<file path="src/rtl/spongent_hash_ctrl_pkg.sv">
// spongent_hash_ctrl_pkg
//   Shared definitions for the spongent hash sequencer: FSM state encoding,
//   the padding byte appended after the message, default parameter values
//   and a helper that converts a digest length in bits to bytes.
package spongent_hash_ctrl_pkg;

  typedef enum logic [3:0] {
    ST_IDLE,
    ST_CRST,
    ST_FETCH,
    ST_FEED,
    ST_GUARD,
    ST_WAIT,
    ST_PAD,
    ST_SQZ_RD,
    ST_SQZ_OUT
  } state_t;

  // A single 1 bit followed by zeros fills exactly one 8-bit rate block.
  localparam logic [7:0] PAD_BYTE = 8'h80;

  localparam int DEFAULT_RATE        = 8;
  localparam int DEFAULT_DIGEST_BITS = 128;

  function automatic int digest_bytes(input int bits);
    return bits / 8;
  endfunction

endpackage

</file>
<file path="src/rtl/spongent_hash_ctrl.sv">
// spongent_hash_ctrl
//   Sequencer for one spongent core. Absorbs 16-bit message words (low byte
//   first) one byte per permutation, appends the padding block, then squeezes
//   the digest and hands it out as 16-bit words (first squeezed byte low).
// Ports
//   clk, reset_n                 clock, synchronous active-low reset
//   cmd_start, cmd_abort         start a hash (IDLE only) / abandon it
//   busy, done                   not-idle flag, 1-cycle completion pulse
//   msg_data/valid/last/odd      message word stream, msg_ready handshake
//   dig_data/valid, dig_ready    digest word stream
//   core_reset/start/msg_avail   control to the spongent core
//   core_data_in, core_data_out  rate block to / from the core
//   core_busy                    core permutation in progress
module spongent_hash_ctrl
  import spongent_hash_ctrl_pkg::*;
#(
  parameter int RATE        = DEFAULT_RATE,
  parameter int DIGEST_BITS = DEFAULT_DIGEST_BITS
) (
  input  logic            clk,
  input  logic            reset_n,
  input  logic            cmd_start,
  input  logic            cmd_abort,
  output logic            busy,
  output logic            done,
  input  logic [15:0]     msg_data,
  input  logic            msg_valid,
  input  logic            msg_last,
  input  logic            msg_odd,
  output logic            msg_ready,
  output logic [15:0]     dig_data,
  output logic            dig_valid,
  input  logic            dig_ready,
  output logic            core_reset,
  output logic            core_start,
  output logic            core_msg_avail,
  output logic [RATE-1:0] core_data_in,
  input  logic            core_busy,
  input  logic [RATE-1:0] core_data_out
);

  localparam int DIG_BYTES = digest_bytes(DIGEST_BITS);
  localparam int CNT_W     = $clog2(DIG_BYTES + 1);
  localparam logic [CNT_W-1:0] CNT_LAST = CNT_W'(DIG_BYTES);

  if (RATE != 8) begin : g_rate_check
    $error("spongent_hash_ctrl: only RATE=8 is supported");
  end
  if ((DIGEST_BITS % 16) != 0 || DIGEST_BITS < 16) begin : g_digest_check
    $error("spongent_hash_ctrl: DIGEST_BITS must be a multiple of 16 and >= 16");
  end

  state_t           state, state_d;
  logic [15:0]      word_q;
  logic             last_q, odd_q;
  logic             byte_sel;     // 1 once the high byte of word_q has been fed
  logic             absorbing;    // core is in the absorb phase of this hash
  logic             padded;       // padding block has been fed
  logic             abort_pend;   // CRST was entered through cmd_abort
  logic [CNT_W-1:0] sqz_cnt;
  logic [7:0]       data_q;
  logic [15:0]      dig_q;
  logic             done_q;

  logic accept, feed_hi, feed_pad, capture, finish;

  // Next-state logic and per-cycle strobes. Abort overrides everything,
  // including a message accept or final digest accept in the same cycle.
  always_comb begin
    state_d    = state;
    core_start = 1'b0;
    accept     = 1'b0;
    feed_hi    = 1'b0;
    feed_pad   = 1'b0;
    capture    = 1'b0;
    finish     = 1'b0;
    case (state)
      ST_IDLE:  if (cmd_start) state_d = ST_CRST;
      ST_CRST:  state_d = abort_pend ? ST_IDLE : ST_FETCH;
      ST_FETCH: if (msg_valid) begin
        accept  = 1'b1;
        state_d = ST_FEED;
      end
      ST_FEED: begin
        core_start = 1'b1;
        state_d    = ST_GUARD;
      end
      ST_GUARD: state_d = ST_WAIT;
      ST_WAIT: if (!core_busy) begin
        if (!absorbing || padded) begin
          state_d = ST_SQZ_RD;
        end else if (!byte_sel && !(last_q && odd_q)) begin
          feed_hi = 1'b1;
          state_d = ST_FEED;
        end else if (!last_q) begin
          state_d = ST_FETCH;
        end else begin
          feed_pad = 1'b1;
          state_d  = ST_PAD;
        end
      end
      ST_PAD: begin
        core_start = 1'b1;
        state_d    = ST_GUARD;
      end
      ST_SQZ_RD: begin
        capture = 1'b1;
        // An odd pre-increment count means the high byte just completed a word.
        if (sqz_cnt[0]) begin
          state_d = ST_SQZ_OUT;
        end else begin
          core_start = 1'b1;
          state_d    = ST_GUARD;
        end
      end
      ST_SQZ_OUT: if (dig_ready) begin
        if (sqz_cnt == CNT_LAST) begin
          finish  = 1'b1;
          state_d = ST_IDLE;
        end else begin
          core_start = 1'b1;
          state_d    = ST_GUARD;
        end
      end
      default: state_d = ST_IDLE;
    endcase
    if (cmd_abort) begin
      state_d    = ST_CRST;
      core_start = 1'b0;
      accept     = 1'b0;
      feed_hi    = 1'b0;
      feed_pad   = 1'b0;
      capture    = 1'b0;
      finish     = 1'b0;
    end
  end

  // State register plus the message/digest datapath.
  always_ff @(posedge clk) begin
    if (!reset_n) begin
      state      <= ST_IDLE;
      word_q     <= '0;
      last_q     <= 1'b0;
      odd_q      <= 1'b0;
      byte_sel   <= 1'b0;
      absorbing  <= 1'b0;
      padded     <= 1'b0;
      abort_pend <= 1'b0;
      sqz_cnt    <= '0;
      data_q     <= '0;
      dig_q      <= '0;
      done_q     <= 1'b0;
    end else begin
      state  <= state_d;
      done_q <= finish;
      if (cmd_abort) begin
        abort_pend <= 1'b1;
      end else if (state == ST_CRST) begin
        abort_pend <= 1'b0;
        absorbing  <= 1'b1;
        padded     <= 1'b0;
        sqz_cnt    <= '0;
      end
      if (accept) begin
        word_q   <= msg_data;
        last_q   <= msg_last;
        odd_q    <= msg_odd;
        byte_sel <= 1'b0;
        data_q   <= msg_data[7:0];
      end
      if (feed_hi) begin
        byte_sel <= 1'b1;
        data_q   <= word_q[15:8];
      end
      if (feed_pad) begin
        padded <= 1'b1;
        data_q <= PAD_BYTE;
      end
      if (capture) begin
        absorbing <= 1'b0;
        if (sqz_cnt[0]) dig_q[15:8] <= core_data_out[7:0];
        else            dig_q[7:0]  <= core_data_out[7:0];
        sqz_cnt <= sqz_cnt + CNT_W'(1);
      end
    end
  end

  // msg_avail stays up through GUARD/WAIT so the core sees a stable absorb request.
  assign core_msg_avail = absorbing &&
                          (state == ST_FEED || state == ST_PAD ||
                           state == ST_GUARD || state == ST_WAIT);
  assign core_data_in   = data_q;
  assign core_reset     = !reset_n || (state == ST_CRST);
  assign busy           = (state != ST_IDLE);
  assign done           = done_q;
  assign msg_ready      = (state == ST_FETCH);
  assign dig_valid      = (state == ST_SQZ_OUT);
  assign dig_data       = dig_q;

endmodule

</file>
<file path="config.mk">
export PLATFORM = sky130hd
export DESIGN_NAME = spongent_hash_ctrl
export DESIGN_NICKNAME = d
export VERILOG_FILES = /design/src/rtl/spongent_hash_ctrl_pkg.sv /design/src/rtl/spongent_hash_ctrl.sv
export SDC_FILE = /design/constraint.sdc
export NUM_CORES = 1
export LEC_CHECK = 0
export BUFFER_PORTS_ARGS = -buffer_cell sky130_fd_sc_hd__buf_2
export CAP_MARGIN = 20
export CELL_PAD_IN_SITES_DETAIL_PLACEMENT = 0
export CELL_PAD_IN_SITES_GLOBAL_PLACEMENT = 1
export CORE_MARGIN = 2
export CORE_UTILIZATION = 38
export DETAILED_ROUTE_END_ITERATION = 10
export PLACE_DENSITY_LB_ADDON = 0.3
export SYNTH_ARGS = -nofsm -noshare
export SYNTH_HDL_FRONTEND = slang
export SYNTH_SLANG_ARGS = --single-unit
</file>
<file path="constraint.sdc">
create_clock -name clk -period 2.1 [get_ports clk]
set_clock_uncertainty 0.2 [all_clocks]
set_input_delay 0.42 -clock clk [delete_from_list [all_inputs] [get_ports clk]]
set_output_delay 0.42 -clock clk [all_outputs]
set_load 0.02 [all_outputs]
</file>
-- Word level (Yosys, flattened, before mapping)
Index checks and enable logic that the tools add are counted.
- flip-flop bits (word level): 56
- input port bits: 33
- word-level logic and storage cells: 117
- add/subtract/negate cells: 1
- eq/ne operators: 19
- mux-type cells: 46
- bitwise gates (word level): 5
- reductions and logical operators: 31
- operators with widths (operator ; count):
    4-bit case mux with 8 select lines ; 1
    1-bit two-way mux ; 28
    8-bit two-way mux ; 3
    4-bit two-way mux ; 5
    4-bit by 3-bit equality test with 1-bit output, second input constant ; 4
    5-bit two-way mux ; 3
    3-bit two-way mux ; 4
    2-bit AND reduction ; 5
    3-bit inequality test, second input constant ; 3
    4-bit by 2-bit equality test with 1-bit output, second input constant ; 2
    4-bit AND reduction ; 2
    2-bit nonzero test ; 4
    2-bit OR reduction ; 4
    2-bit by 1-bit inequality test with 1-bit output, second input constant ; 3
    2-bit inequality test, second input constant ; 3
    5-bit by 1-bit adder with 5-bit output, second input constant ; 1
    5-bit equality test, second input constant ; 1
    1-bit logical OR ; 5
    1-bit inverter ; 5
    4-bit by 1-bit equality test with 1-bit output, second input constant ; 1
    4-bit equality test, second input constant ; 1
    1-bit zero test ; 4
    4-bit zero test ; 1
    4-bit nonzero test ; 1
    other kinds (6) ; 8

-- Longest topological paths before layout
Gate-level depths: netlist of the first run.
- word-level depth: 10
- gate-level depth with buffers: 7

-- Least setup slack after synthesis of the first run
No wires, ideal clock.
- kind: reg2out
- start point: register state[3]
- end point: output port core_start
- data arrival time: 1574 ps
- required time: 1480 ps
- setup slack: -94 ps
- stages on the path, launching flop included: 5
- buffers on the path: 1
- cells stage by stage: dfxtp_1 > buf_2 > nor4b_2 > a31oi_1 > nor2_1
- elaborated cells between the ends (all ways): 7
- RTL lines (what ; RTL line ; RTL):
    from (decl) ; spongent_hash_ctrl.sv:53 ; state_t state, state_d;
    from (signal assigned) ; spongent_hash_ctrl.sv:154 ; state <= state_d;
    4-bit equality test ; - ;
    named net dig_valid ; spongent_hash_ctrl.sv:32 ; output logic dig_valid,
    1-bit case mux with 3 select lines ; spongent_hash_ctrl.sv:77 ; case (state)
    1-bit two-way mux ; spongent_hash_ctrl.sv:127 ; if (cmd_abort) begin
    to (decl) ; spongent_hash_ctrl.sv:35 ; output logic core_start,
The timed path passes the listed nets, and every way through them passes these cells.

-- Final worst setup path of the first run
- start point: register state[1]
- end point: output port core_start
- word-level cells in the longest chain between the ends: 4
- elaborated cells between the ends (all ways): 7
- RTL lines (what ; RTL line):
    4-bit by 2-bit equality test with 1-bit output / 4-bit by 3-bit equality test with 1-bit output (equally long branches) ; spongent_hash_ctrl.sv:77
    2-bit OR reduction (no line) ; -
    1-bit case mux with 3 select lines * ; spongent_hash_ctrl.sv:77
    1-bit two-way mux * ; spongent_hash_ctrl.sv:127
Mark *: on every way between the ends. The rest lies on a longest branch, timed or not.

==> results of run 1 <==
==> cell usage after synthesis, types with 3 or more instances <==
master / n / area share [%]
sky130_fd_sc_hd__nand2_1: 50 / 8.2
sky130_fd_sc_hd__nand2b_1: 5 / 1.4
sky130_fd_sc_hd__mux2i_1: 7 / 3.1
sky130_fd_sc_hd__and2_1: 3 / 0.82
sky130_fd_sc_hd__clkbuf_1: 8 / 1.3
sky130_fd_sc_hd__nand3_1: 16 / 3.5
sky130_fd_sc_hd__buf_2: 5 / 1.1
sky130_fd_sc_hd__a21boi_1: 26 / 8.5
sky130_fd_sc_hd__a211oi_1: 8 / 2.6
sky130_fd_sc_hd__inv_1: 4 / 0.65
sky130_fd_sc_hd__dfxtp_1: 48 / 42
sky130_fd_sc_hd__a21boi_0: 3 / 0.98
sky130_fd_sc_hd__a21oi_1: 8 / 1.7
sky130_fd_sc_hd__buf_4: 4 / 1.3
sky130_fd_sc_hd__o21ai_0: 13 / 2.8
sky130_fd_sc_hd__nor2b_1: 6 / 1.6
sky130_fd_sc_hd__nor2_1: 14 / 2.3
==> report_power, final <==
group / switching, mW / internal [mW] / leakage (nW)
Sequential: 0.00967 / 0.915 / 0.390
Combinational: 0.0732 / 0.0698 / 0.725
Clock: 0.317 / 0.263 / 0.0473
==> routing by layer <==
| layer | global-route usage (%) | vias to the layer above | part of all wire (%) |
|---|---|---|---|
| li1 | - | 1086 | - |
| met5 | 0 | - | 0 |
| met1 | 22.9 | 1032 | 49 |
| met2 | 28.8 | 47 | 45 |
| met3 | 4.73 | 8 | 5.0 |
| met4 | 5.00 | 0 | 1.4 |
==> state kept, by name (all words and copies together), names as in the netlist <==
name          flops
absorbing         1
done              1
word_q            8
odd_q             1
padded            1
last_q            1
core_data_in      8
sqz_cnt           5
state             4
byte_sel          1
dig_data         16
abort_pend        1
==> worst min-delay path, stage by stage <==
cell	delay, ps
sky130_fd_sc_hd__buf_2	90
sky130_fd_sc_hd__nand2_1	40
sky130_fd_sc_hd__a21boi_1	40
==> timing repair <==
| action | 4_1_cts | 5_1_grt |
|---|---|---|
| resized for setup | 8 | 6 |
| setup endpoints to repair | 5 | 3 |
| buffers inserted | 2 | 6 |
| pin swaps | 2 | 3 |
| hold buffers | 0 | 0 |
==> metrics by stage <==
step,TNS [ps],hold slack [ps],setup WS (ps),utilization [%],instances
finish,0,142,27.0,49.4,415
global route,-75.8,145,-75.8,49.4,415
CTS,0,140,5.13,48.2,409
detailed placement,0,247,95.5,46.2,400
global placement,0,237,120,46.2,400
floorplan,0,235,129,-,268
==> area by class of cell <==
type	count	area share, %
Clock inverter	1	0.301
Inverter	4	0.516
Multi-Input combinational cell	198	42.9
Timing Repair Buffer	83	16.7
Clock buffer	6	2.84
Sequential cell	48	33.5
Tap cell	75	3.23
==> cells by family (layout without fill, tap and decap cells) <==
group	after synthesis	after routing	synth area share [%]
and+or+nand+nor	116	116	26.9
DFF	48	48	41.9
buffers and inverters	22	94	4.85
adders and majority gates	2	2	1.09
AOI/OAI and AO/OA	71	71	21.5
xor gates and xnor gates	2	2	0.763
muxes	7	7	3.05
==> final timing paths <==
path	to	slack, ps	cells after the start
max reg2reg	core_data_in[7]	220	7
max	core_start	30	5
min reg2reg	word_q[11]	260	2
min	word_q[10]	140	3
==> impl_metrics.tcl, run 1 <==
set metrics [dict create \
    drive_gt1_share_pct 32.4 \
    root_buf_cell "sky130_fd_sc_hd__clkbuf_8" \
    post-route-drc-count 0 \
    synth-seq-cells 48 \
    post_synthesis_cell_type_count 49 \
    cts.path.max_buffers 2 \
    number_of_slew_limit_violations_in_the_final_report 0 \
    floorplan.die.height_um 81.7 \
    outcome "complete, no violations" \
    power_density_over_the_cells_nw_per_um2 567 \
    die_area_um2 6680 \
    fmaxAchievable_mhz 482 \
    finalHoldViolations 0 \
    drv_cap 0 \
    critPathLaunchType "flip-flop" \
    synth_edf_count 0 \
    critical_path_at_ps 1450 \
    fin_area_um2 2910 \
    final_common_cell "sky130_fd_sc_hd__buf_2" \
    rsz0062_at_grt "yes" \
    antenna_cells_inserted 0 \
    synthFlopType "sky130_fd_sc_hd__dfxtp_1" \
    register_area_um2 975 \
    crit_slowest_cell "sky130_fd_sc_hd__dfxtp_4" \
    finalSetupViolCount 0 \
    syn2layout_area_growth_pct 26.7 \
    gr_usage_total_pct 17.6 \
    floorplan.rows 28 \
    static-leakage-power_nw 1.16 \
    clock-sinks 48 \
    worst_setup_hold_path_clk_slew_ps 90 \
    power.ir.vdd_worst_uv 332 \
    tightestPinTransition_ps 388 \
    layout_common_cells "sky130_fd_sc_hd__buf_2, sky130_fd_sc_hd__nand2_1, sky130_fd_sc_hd__dfxtp_1, sky130_fd_sc_hd__a21boi_1, sky130_fd_sc_hd__buf_4" \
    place.port_buffers 63 \
    1st_pass_router_iterations 4 \
    htreeDepth 2 \
    hold_path.startpoint "msg_data[10]" \
    final_min_period_over_clock_period_pct 98.7 \
    crit_path_start "state[1]" \
    grt_first_pass_wirelength_um 9140 \
    hpwl_um 3960 \
    post_synth_inst_count 268 \
    largest_net_degree_at_the_start_of_global_routing 26 \
    multi_input_comb_area_um2 1250 \
    clock_latency_on_the_worst_skew_pair_ps 300 \
    cp_max_fo 4 \
    placedInstanceArea_um2 2720 \
    critPathCaptureType "output pin" \
    antenna_violations_before_repair 0 \
    slew_headroom_pct 74.1 \
    synth_seq_area_share_pct 41.9 \
    detail_route.vias_per_cell 5.24 \
    fp.coreArea_um2 5890 \
    vias 2173 \
    layout.filler_cells 612 \
    delay_contributed_by_the_slowest_stage_of_the_critical_path_ps 360 \
    synthesis.area_per_instance_um2 8.56 \
    mean_routed_wirelength_per_cell_um 13.7 \
    design_power_total_mw 1.65 \
    number_of_global_route_vias_before_repair 1947 \
    synthesis.area_um2 2290 \
    cp.required_ps 1480 \
    synth_fp_nets 303 \
    finalWeightedCongestion 0.803 \
    drtAntennaViolNets 0 \
    async_set_or_reset_register_ratio_after_synthesis_pct 0 \
    critPathKind "flip-flop to output pin" \
    nNetsFinal 375 \
    cts-buffers-inserted 5 \
    crit-reg2reg-launch "state[1]" \
    critPathBufInv 2 \
    worstPathCellList "buf_6 > nor4b_4 > a31oi_1 > nor2_1 > buf_4" \
    synthesis.yosys.warnings 0 \
    finalWorstPathRequiredPeriod_ps 2070 \
    clock_tree_from_tritoncts "done" \
    initial_utilization_pct 39.0 \
    globalRoute.totalOverflow 0 \
    wirelength_um 5670 \
    worst_path_dominant_cell_family "simple AND/OR/NAND/NOR gates" \
    num_io_pins 64 \
    floorplan_die_width_um 81.7 \
    drt-initial-drc-count 72 \
    hold_path_class "input port to flip-flop" \
]
Note: power is estimated with default switching activity, not from simulation.
==> run 2, diff against run 1 <==
==> constraint.sdc (replaced) <==
create_clock -name clk -period 2.1 [get_ports clk]
set_clock_uncertainty 0.2 [all_clocks]
set_input_delay 0.42 -clock clk [delete_from_list [all_inputs] [get_ports clk]]
set_output_delay 0.42 -clock clk [all_outputs]
set_load 0.01 [all_outputs]
==> run 2 against run 1 <==
Net effect: sequential cell count did not move; first-iteration DRC count fell by 1.4%; maximum frequency rose by 2.6%; clock-buffer cell count rose by 1; hold slack improved by 13 ps; via count fell by 3.3%; cell area fell by 2.8%; final cell count fell by 1.9%; combinational power fell by 14%; non-clock buffer count fell by 9; critical endpoint unchanged.
==> impl_metrics.tcl, run 2 (synthesis gave the netlist of run 1 again) <==
set metrics [dict create \
    syn2layout_area_growth_pct 23.2 \
    drtAntennaViolNets 0 \
    clock-sinks 48 \
    layout.filler_cells 610 \
    critPathKind "flip-flop to output pin" \
    cts-buffers-inserted 5 \
    largest_reg_flops 16 \
    delay_contributed_by_the_slowest_stage_of_the_critical_path_ps 390 \
    globalRoute.totalOverflow 0 \
    fmaxAchievable_mhz 495 \
    number_of_slew_limit_violations_in_the_final_report 0 \
    initial_utilization_pct 39.0 \
    static-leakage-power_nw 1.11 \
    wl_met2_um 2610 \
    layout_common_cells "sky130_fd_sc_hd__buf_2, sky130_fd_sc_hd__nand2_1, sky130_fd_sc_hd__dfxtp_1, sky130_fd_sc_hd__a21boi_1, sky130_fd_sc_hd__nand3_1" \
    placed_cells 399 \
    finalHoldViolations 0 \
    drive_gt1_share_pct 29.8 \
    final_critical_path_setup_slack_ps 80.0 \
    drv_cap 0 \
    tns_ps 0 \
    htreeDepth 2 \
    cp.required_ps 1480 \
    worstPathCellList "nand2b_1 > a211oi_2 > a31oi_1 > nor2_1 > buf_2" \
    crit_slowest_cell "sky130_fd_sc_hd__dfxtp_2" \
    vias 2101 \
    register_area_um2 975 \
    dp_slack_ps 80.1 \
    clock_latency_on_the_worst_skew_pair_ps 300 \
    final_cell_count_no_fill 407 \
    finalSetupViolCount 0 \
    nNetsFinal 366 \
    final_common_cell "sky130_fd_sc_hd__buf_2" \
    floorplan.rows 28 \
    fp.coreArea_um2 5890 \
    final_min_period_over_clock_period_pct 96.2 \
    place.port_buffers 63 \
    number_of_global_route_vias_before_repair 1969 \
    detail_route.wirelength.met1_um 2750 \
    root_buf_cell "sky130_fd_sc_hd__clkbuf_8" \
    finalWorstPathRequiredPeriod_ps 2020 \
    route.met3.wl_um 320 \
    multi_input_comb_area_um2 1240 \
    critPathBufInv 1 \
    worst_path_dominant_cell_family "flip-flops" \
    clock_tree_from_tritoncts "done" \
    hold_path_class "input port to flip-flop" \
    critPathLaunchType "flip-flop" \
    floorplan_die_width_um 81.7 \
    floorplan.die.height_um 81.7 \
    grt_first_pass_wirelength_um 9190 \
    die_area_um2 6680 \
    critical_path_at_ps 1400 \
    post-cts-setup-buffers 0 \
    finalWeightedCongestion 0.802 \
    tightestPinTransition_ps 474 \
    post-route-drc-count 0 \
    hpwl_um 4150 \
    fin_area_um2 2830 \
    detail_route.vias_per_cell 5.16 \
    mean_routed_wirelength_per_cell_um 14.1 \
    placedInstanceArea_um2 2700 \
    power_density_over_the_cells_nw_per_um2 578 \
    outcome "complete, no violations" \
    wirelength_um 5750 \
    finish.utilization_pct 48.0 \
    cts.path.max_buffers 2 \
    cp_max_fo 9 \
    critPathCaptureType "output pin" \
    antenna_violations_before_repair 0 \
    largest_net_degree_at_the_start_of_global_routing 31 \
    worst_setup_hold_path_clk_slew_ps 90 \
    antenna_cells_inserted 0 \
    slew_headroom_pct 68.3 \
    num_io_pins 64 \
    power.ir.vdd_worst_uv 330 \
    dr.max_layer_used "met4" \
    1st_pass_router_iterations 4 \
    drt-initial-drc-count 71 \
    gr_usage_total_pct 17.8 \
]
run 2: cell type report:
type                    count  share of cell area, %
multi-input cells         198                   43.8
flip-flops and latches     48                   34.5
repair buffers             74                   14.5
well taps                  75                   3.32
clock buffers               7                   3.05
inverters                   4                  0.531
clock inverters             1                  0.266
run 2: worst paths after layout:
kind	cells past startpoint	to	start	slack, ps
worst max register to register	4	dig_data[11]	state[1]	280
worst max-delay path	5	core_start	state[3]	80
worst min register to register	2	word_q[10]	word_q[10]	260
worst min-delay path	3	word_q[10]	msg_data[10]	160
run 2: layer usage:
| metal | up-vias | track usage, % |
|---|---|---|
| met1 | 971 | 22.8 |
| met2 | 50 | 29.3 |
| met4 | 0 | 5.33 |
| met3 | 8 | 4.73 |
| li1 | 1072 | - |
| met5 | - | 0 |
run 2: timing repair:
item,in CTS,in global routing
hold buffers,0,0
gates resized for setup,4,7
pin swaps,0,2
endpoints found under the setup margin,4,3
gates cloned,0,0
run 2: stage by stage:
stage / total power [mW] / hold slack [ps]
after floorplan: 1.01 / 235
after global placement: 1.07 / 239
after detailed placement: 1.07 / 245
after CTS: 1.65 / 151
after global routing: 1.70 / 141
final: 1.63 / 156
run 2: tightest hold or removal path, stage by stage:
cell,delay [ps]
sky130_fd_sc_hd__buf_2,100
sky130_fd_sc_hd__nand2_1,50
sky130_fd_sc_hd__a21boi_1,50
run 2: power breakdown:
part	total (mW)	leakage, nW	switching (mW)	internal, mW
sequential	0.929	0.390	0.0146	0.915
combinational	0.123	0.674	0.0630	0.0599
clock	0.582	0.0445	0.314	0.268
total	1.63	1.11	0.391	1.24
